--- src/rtl/fifo_rd_stream.sv ---
// Read-side drain engine: pops a registered-read FIFO and re-times its words into a valid/ready stream
// through a 2-entry skid buffer. Optional statistics counters are enabled with `define FIFO_RD_STATS_EN.
module fifo_rd_stream #(
  parameter int DATA_WIDTH = 8,
  parameter int CNT_WIDTH  = 16
) (
  input  logic                  clk,
  input  logic                  rst,
  input  logic                  fifo_empty,
  output logic                  fifo_rd_en,
  input  logic [DATA_WIDTH-1:0] fifo_rdata,
  output logic                  m_valid,
  output logic [DATA_WIDTH-1:0] m_data,
  input  logic                  m_ready,
  input  logic                  flush,
  output logic                  busy
`ifdef FIFO_RD_STATS_EN
  ,
  output logic [CNT_WIDTH-1:0]  pop_count,
  output logic [CNT_WIDTH-1:0]  stall_count
`endif
);

  if (DATA_WIDTH < 1 || CNT_WIDTH < 1) begin : g_param_chk
    $error("fifo_rd_stream: DATA_WIDTH and CNT_WIDTH must be positive");
  end

  typedef enum logic [1:0] {
    OCC_EMPTY = 2'd0,
    OCC_ONE   = 2'd1,
    OCC_TWO   = 2'd2
  } occ_e;

  occ_e                  occ;
  occ_e                  occ_nxt;
  logic                  inflight;
  logic                  pop;
  logic [1:0]            credits;
  logic [DATA_WIDTH-1:0] word_p0;
  logic [DATA_WIDTH-1:0] word_p1;

  // Request stage: a read is allowed only if its word is guaranteed a buffer slot on arrival.
  assign pop        = m_valid && m_ready;
  assign credits    = occ + {1'b0, inflight} - {1'b0, pop};
  assign fifo_rd_en = !fifo_empty && !flush && !rst && (credits < 2'd2);

  always_comb begin
    occ_nxt = occ;
    case (occ)
      OCC_EMPTY: if (inflight) occ_nxt = OCC_ONE;
      OCC_ONE: begin
        if (inflight && !pop)      occ_nxt = OCC_TWO;
        else if (!inflight && pop) occ_nxt = OCC_EMPTY;
      end
      OCC_TWO: if (pop && !inflight) occ_nxt = OCC_ONE;
      default: occ_nxt = OCC_EMPTY;
    endcase
    if (flush) occ_nxt = OCC_EMPTY;
  end

  // Control stage: occupancy, in-flight tracking and the registered stream flags.
  always_ff @(posedge clk) begin
    if (rst) begin
      occ      <= OCC_EMPTY;
      inflight <= 1'b0;
      m_valid  <= 1'b0;
      busy     <= 1'b0;
    end else begin
      occ      <= occ_nxt;
      inflight <= fifo_rd_en;
      m_valid  <= (occ_nxt != OCC_EMPTY);
      busy     <= (occ_nxt != OCC_EMPTY) || fifo_rd_en;
    end
  end

  // Data stage: word_p0 is the head, word_p1 the tail; an arriving word fills the first free slot
  // after any same-cycle pop, so a write into ONE during a pop lands directly in the head.
  always_ff @(posedge clk) begin
    case (occ)
      OCC_EMPTY: if (inflight) word_p0 <= fifo_rdata;
      OCC_ONE: begin
        if (inflight) begin
          if (pop) word_p0 <= fifo_rdata;
          else     word_p1 <= fifo_rdata;
        end
      end
      OCC_TWO: begin
        if (pop) begin
          word_p0 <= word_p1;
          if (inflight) word_p1 <= fifo_rdata;
        end
      end
      default: ;
    endcase
  end

  // The data registers carry no reset; the head is masked so an idle stream always shows zero.
  assign m_data = m_valid ? word_p0 : '0;

`ifdef FIFO_RD_STATS_EN
  function automatic logic [CNT_WIDTH-1:0] sat_inc(input logic [CNT_WIDTH-1:0] v);
    return (&v) ? v : v + CNT_WIDTH'(1);
  endfunction

  always_ff @(posedge clk) begin
    if (rst) begin
      pop_count   <= '0;
      stall_count <= '0;
    end else begin
      if (pop)                pop_count   <= sat_inc(pop_count);
      if (m_valid && !m_ready) stall_count <= sat_inc(stall_count);
    end
  end
`endif

  a_no_overflow: assert property (@(posedge clk) disable iff (rst)
    !(occ == OCC_TWO && inflight && !pop));

endmodule

--- config.mk ---
export PLATFORM = sky130hd
export DESIGN_NAME = fifo_rd_stream
export DESIGN_NICKNAME = d
export VERILOG_FILES = /design/src/rtl/fifo_rd_stream.sv
export SDC_FILE = /design/constraint.sdc
export NUM_CORES = 1
export LEC_CHECK = 0
export CORE_UTILIZATION = 40
export DETAILED_ROUTE_END_ITERATION = 8
export GPL_TIMING_DRIVEN = 0
export PLACE_DENSITY = 0.77
export SYNTH_ARGS = -nofsm -noshare
export SYNTH_HDL_FRONTEND = slang
export SYNTH_SLANG_ARGS = --single-unit
--- constraint.sdc ---
create_clock -name clk -period 2.8 [get_ports clk]
set_clock_uncertainty 0.2 [all_clocks]
set_input_delay 0.42 -clock clk [delete_from_list [all_inputs] [get_ports clk]]
set_output_delay 0.42 -clock clk [all_outputs]
set_load 0.01 [all_outputs]
==> metrics, run 1 <==
outcome=completed; cells after synthesis=70; relative slew slack=47.6%; hold_ws=0.360 ns; Initial DRC Count=1; routability congestion estimate=0.679; Worst Slack Setup Final=0.115 ns; Worst-Margin Slew=0.786 ns; number of global-route vias before repair=601; Total GRT Usage=about 15%; Die Span X=51.2 microns; register-to-register setup slack=0.81 ns; Worst EP arrival=2.07 ns; Syn Nets=84; Achievable Freq=about 0.37 GHz; hold crit path type=flop to flop; Post-CTS Hold Fix Bufs=0; Place WS=-0.369 ns; crit-path max FO=10; root buf cell=clkbuf_4; Port Buffer Count=23; initial antenna violation count=0; core area=0.00225 sq mm; slowest CP cell=dfxtp_2; Critical Setup Path Class=flop to output pin; first-pass GRT wire length=2.75 mm; WP depth=8; TritonCTS clock tree=done; CP peak stage delay=0.35 ns; Setup-failing EPs final=0; Post-route DRC=0; Post-Route WL=1.61 mm; CP Capture Type=output pin; WL/cell=~13 microns; RR Endpoint=word_p0[6]; Seq/Total Area, Yosys=59.9%; max-cap viol count=0; antenna-violating nets left=0; ys flop type=edfxtp_1; most frequent cells in the layout=clkdlybuf4s50_1 (21), edfxtp_1 (16), mux2_2 (8), and2_2 (8); htree depth=1; fin nets=approximately 110; drt pass-1 iters=2; critical path's top delay family=simple AND/OR/NAND/NOR gates; worst-case clock buffer depth=2; final-report max-slew violation count=0; DIE AREA=0.00262 sq mm; post-synthesis cell type count=28; crit path buf inv count=2; Ports=24; pwr dens=421 mW/mm^2; Num Clock Sinks=21; site row count=17; Ys Warns=0; Crit. Startpoint=m_valid; Clk pin slew, worst setup/hold paths=0.11 ns; Post-Syn Area per Cell=~14 sq um; overall power=536 uW; reg2reg start=occ[1]; Reg2Reg Depth=3; vias after detailed routing=634; Die Ht=between 50 and 60 microns; Peak VDD IR=about 0.00028 V; Hold Crit Start=word_p1[2]; period utilisation layout=95.9%; via-per-instance ratio=approximately 5; Async SR Flop Fraction=0%; layout cells sized above 1=approximately 28%; worst skew pair latency=0.30 ns; Final min period=2.69 ns; CP Data Required Time=2.18 ns; commonest non-fill, non-tap cell in the layout=clkdlybuf4s50_1; CTS Buf Count=3; leak pwr=between 0.4 and 0.5 nW; EDFF count, synth=16; Syn-to-layout area delta=31.5%; diode count=0; number of synthesized register bits=21; area of the mapped netlist=approximately 970 sq um; CP endpoint=fifo_rd_en; CP Launch Type=flop; GR Overflow Total=0; largest net degree at the start of global routing=12; Hold Vio Cnt, Final=0; Initial Utilization=43.0%; cells along the critical path=buf_6 -> nand2_4 -> or2_1 -> ha_1 -> nor2b_1 -> mux2i_1 -> nor3_1 -> dlygate4sd2_1
-- metrics by stage --
| stage | cell area (sq um) | setup TNS (ns) | util (%) | std cells |
|---|---|---|---|---|
| global placement | 1230 | -0.356 | 54.7 | 121 |
| finish | 1270 | 0 | 56.5 | 127 |
| detailed placement | 1230 | -0.369 | 54.7 | 121 |
| floorplan | 968 | 0 | - | 70 |
| CTS | 1260 | 0 | 56.1 | 126 |
| global route | 1270 | -0.00362 | 56.5 | 127 |
-- power by group --
part	switching, mW	internal (mW)
sequential	0.00165	0.341
combinational	0.0202	0.0321
clock	0.0853	0.0555
total	0.107	0.429
-- how the worst min path moves through the flow --
stage,to,slack (ns),depth (start not counted)
floorplan,busy,0.28,1
global placement,word_p0[7],0.33,1
detailed placement,word_p0[2],0.33,1
CTS,word_p0[2],0.36,1
global route,word_p0[2],0.37,1
finish,word_p0[2],0.36,1
-- worst reg2reg max path, cell delays in order (launching register included) --
cell	delay (ns)
dfxtp_1	0.42
nand2b_1	0.14
buf_2	0.22
o22ai_1	0.65
-- cell usage after synthesis, types with 2 or more instances --
library cell  instances  share of area (%)
and2_2                8                6.2
dfxtp_1               5                 10
edfxtp_1             16                 50
mux2_2                8                9.3
mux2i_1               3                3.1
nand2b_1              3                1.9
nor2_1                2               0.78
nor3_1                4                2.1
o22ai_1               2                1.3
-- state kept, by name, indices dropped and copies added (netlist names) --
register / flops
m_valid: 1
busy: 1
word_p1: 8
word_p0: 8
inflight: 1
occ: 2
-- layer usage --
metal  vias up  part of all wire (%)  track usage [%]  routed length, microns
li1        315                     -                -                       -
met1       299                    43             17.2                     699
met2        16                    52             26.1                     834
met3         4                   3.3             2.68                      54
met4         0                   1.5             6.94                      24
met5         -                     0                0                       0
-- final cells by class --
| cell class | count | area [sq um] |
|---|---|---|
| fillers | 196 | 981 |
| well taps | 28 | 35.0 |
| multi-input cells | 45 | 363 |
| repair buffers | 25 | 243 |
| clock buffers | 4 | 26.3 |
| flip-flops and latches | 21 | 582 |
| inverters | 1 | 3.75 |
| plain buffers | 3 | 21.3 |
-- cell families (layout without fill, tap and decap cells) --
logic type | count (synthesis) | after routing | share of synthesized area, %
flops | 21 | 21 | 59.9
compound gates | 8 | 8 | 6.72
xor+xnor | 1 | 1 | 0.905
buf+inv | 4 | 33 | 2.58
simple gates | 24 | 24 | 16.2
fa+ha+maj | 1 | 1 | 1.29
mux | 11 | 11 | 12.4
-- repair_timing --
| action | CTS | global route |
|---|---|---|
| endpoints found under the hold margin | 0 | 0 |
| setup endpoints to repair | 1 | 1 |
| pin swaps | 0 | 0 |
| setup buffers | 1 | 1 |
| resized for setup | 2 | 1 |
Power figures use the tool's default switching activity.
==> run 2: changes to the inputs <==
--- a/config.mk
+++ b/config.mk
@@ -7,8 +7,9 @@
 export LEC_CHECK = 0
 export CORE_UTILIZATION = 40
 export DETAILED_ROUTE_END_ITERATION = 8
+export DONT_BUFFER_PORTS = 1
 export GPL_TIMING_DRIVEN = 0
-export PLACE_DENSITY = 0.77
+export PLACE_DENSITY = 0.64
 export SYNTH_ARGS = -nofsm -noshare
 export SYNTH_HDL_FRONTEND = slang
 export SYNTH_SLANG_ARGS = --single-unit
==> constraint.sdc (replaced) <==
create_clock -name clk -period 3.5 [get_ports clk]
set_clock_uncertainty 0.2 [all_clocks]
set_input_delay 0.525 -clock clk [delete_from_list [all_inputs] [get_ports clk]]
set_output_delay 0.525 -clock clk [all_outputs]
set_load 0.01 [all_outputs]
==> metrics, run 2 (synthesis gave the netlist of run 1 again) <==
design area=0.00103 sq mm; leak pwr=~0.35 nW; post_cts resized=0; crit-path max FO=10; initial antenna violation count=0; Worst-Margin Slew=between 0.8 and 0.9 ns; htree depth=1; DP HPWL=1.12 mm; GR Overflow Total=0; period utilisation layout=78.6%; Post-CTS Hold Fix Bufs=0; Die Span X=51.2 microns; Achievable Freq=0.364 GHz; slowest CP cell=dfxtp_1; Peak VDD IR=between 0.0002 and 0.00025 V; setup TNS=0 ns; Initial DRC Count=12; core area=0.00225 sq mm; TritonCTS clock tree=done; crit path buf inv count=1; CP peak stage delay=roughly 0.42 ns; Clk pin slew, worst setup/hold paths=0.11 ns; worst-case clock buffer depth=2; outcome=completed; pwr dens=approximately 390 mW/mm^2; Die Ht=51.2 microns; cells along the critical path=buf_6 -> nand2_4 -> or2_1 -> ha_1 -> nor2b_1 -> mux2i_1 -> nor3_1; Post-Route WL=1.57 mm; Post-route DRC=0; Syn-to-layout area delta=6.33%; Fillers=231; vias after detailed routing=534; CP Data Required Time=around 2.8 ns; Port Buffer Count=0; Hold Vio Cnt, Final=0; largest net degree at the start of global routing=12; RSZ-0062 raised after global routing=false; Total GRT Usage=13.7%; Reg2Reg Depth=3; Ports=24; biggest regs=word_p0 (8), word_p1 (8), occ (2); root buf cell=clkbuf_4; relative slew slack=a little over two fifths; number of global-route vias before repair=550; Crit. Startpoint=m_valid; max-cap viol count=0; overall power=405 uW; via-per-instance ratio=5.24; first-pass GRT wire length=approximately 2.5 mm; Setup-failing EPs final=0; Initial Utilization=43.0%; reg2reg start=occ[0]; placed inst area=0.00100 sq mm; Num Clock Sinks=21; CTS Buf Count=3; commonest non-fill, non-tap cell in the layout=edfxtp_1; fin nets=89; end-of-flow core utilization=45.7%; critical path's top delay family=simple AND/OR/NAND/NOR gates; hold crit path type=input pin to flop; worst skew pair latency=0.29 ns; site row count=17; CP Launch Type=flop; Final min period=2.75 ns; CP Capture Type=output pin; Hold Crit Depth=1; DIE AREA=0.00262 sq mm; Critical Setup Path Class=flop to output pin; WL/cell=roughly 15 microns; antenna-violating nets left=0; RR Endpoint=word_p0[7]; most frequent cells in the layout=edfxtp_1 (16), mux2_2 (8), and2_2 (8); layout cells sized above 1=about 34%; Worst EP arrival=about 2 ns; register-to-register setup slack=between 1 and 1.5 ns; hold path endpoint=busy; drt pass-1 iters=4; final-report max-slew violation count=0; buffer count from post-CTS setup fixing=0; hold_ws=0.0789 ns; routability congestion estimate=0.773; diode count=0; Hold Crit Start=rst
[run 2: changes by cell type in the layout (fill, tap and decap cells not counted), sizes merged]
cell | before | now
buf | 4 | 2
clkdlybuf4s50 | 21 | 0
dlygate4sd2 | 2 | 0
[run 2: area by class of cell]
class	count	area [sq um]	area share (%)
buffer	3	21.3	2.07
clock buffer	4	26.3	2.55
inverter	1	3.75	0.365
multi-input combinational	45	363	35.2
sequential	21	581	56.4
tap	28	35.0	3.40
[run 2: how the worst max path moves through the flow]
stage	endpoint	slack (ns)	cells past startpoint
global route	fifo_rd_en	0.62	7
global placement	fifo_rd_en	1.05	7
finish	fifo_rd_en	0.75	7
detailed placement	fifo_rd_en	1.05	7
floorplan	fifo_rd_en	1.20	7
CTS	fifo_rd_en	0.70	7
[run 2: report_power, final]
group	total (mW)	switching, mW	leakage (nW)	internal, mW
registers	0.275	0.00182	0.186	0.273
logic	0.0196	0.00979	0.151	0.00984
clock network	0.111	0.0669	0.0150	0.0443
[run 2: per-stage QoR]
stage | cells | worst slack (ns)
after detailed placement | 98 | 1.05
after global routing | 102 | 0.623
after global placement | 98 | 1.05
after CTS | 102 | 0.703
final | 102 | 0.750
after floorplan | 70 | 1.20
[run 2: worst register-to-register path, delay by kind of cell (launching register included)]
family / cells / cell delay (ns)
flops: 1 / 0.35
simple gates: 1 / 0.21
buf+inv: 1 / 0.23
compound gates: 1 / 0.69
[run 2: metal layers]
layer  share of wire (%)  GRT usage (%)  wire [microns]
met1                  43           16.7             667
met2                  51           22.6             804
met3                 5.3           3.87              83
met4                0.83           5.56              13
met5                   0              0               0
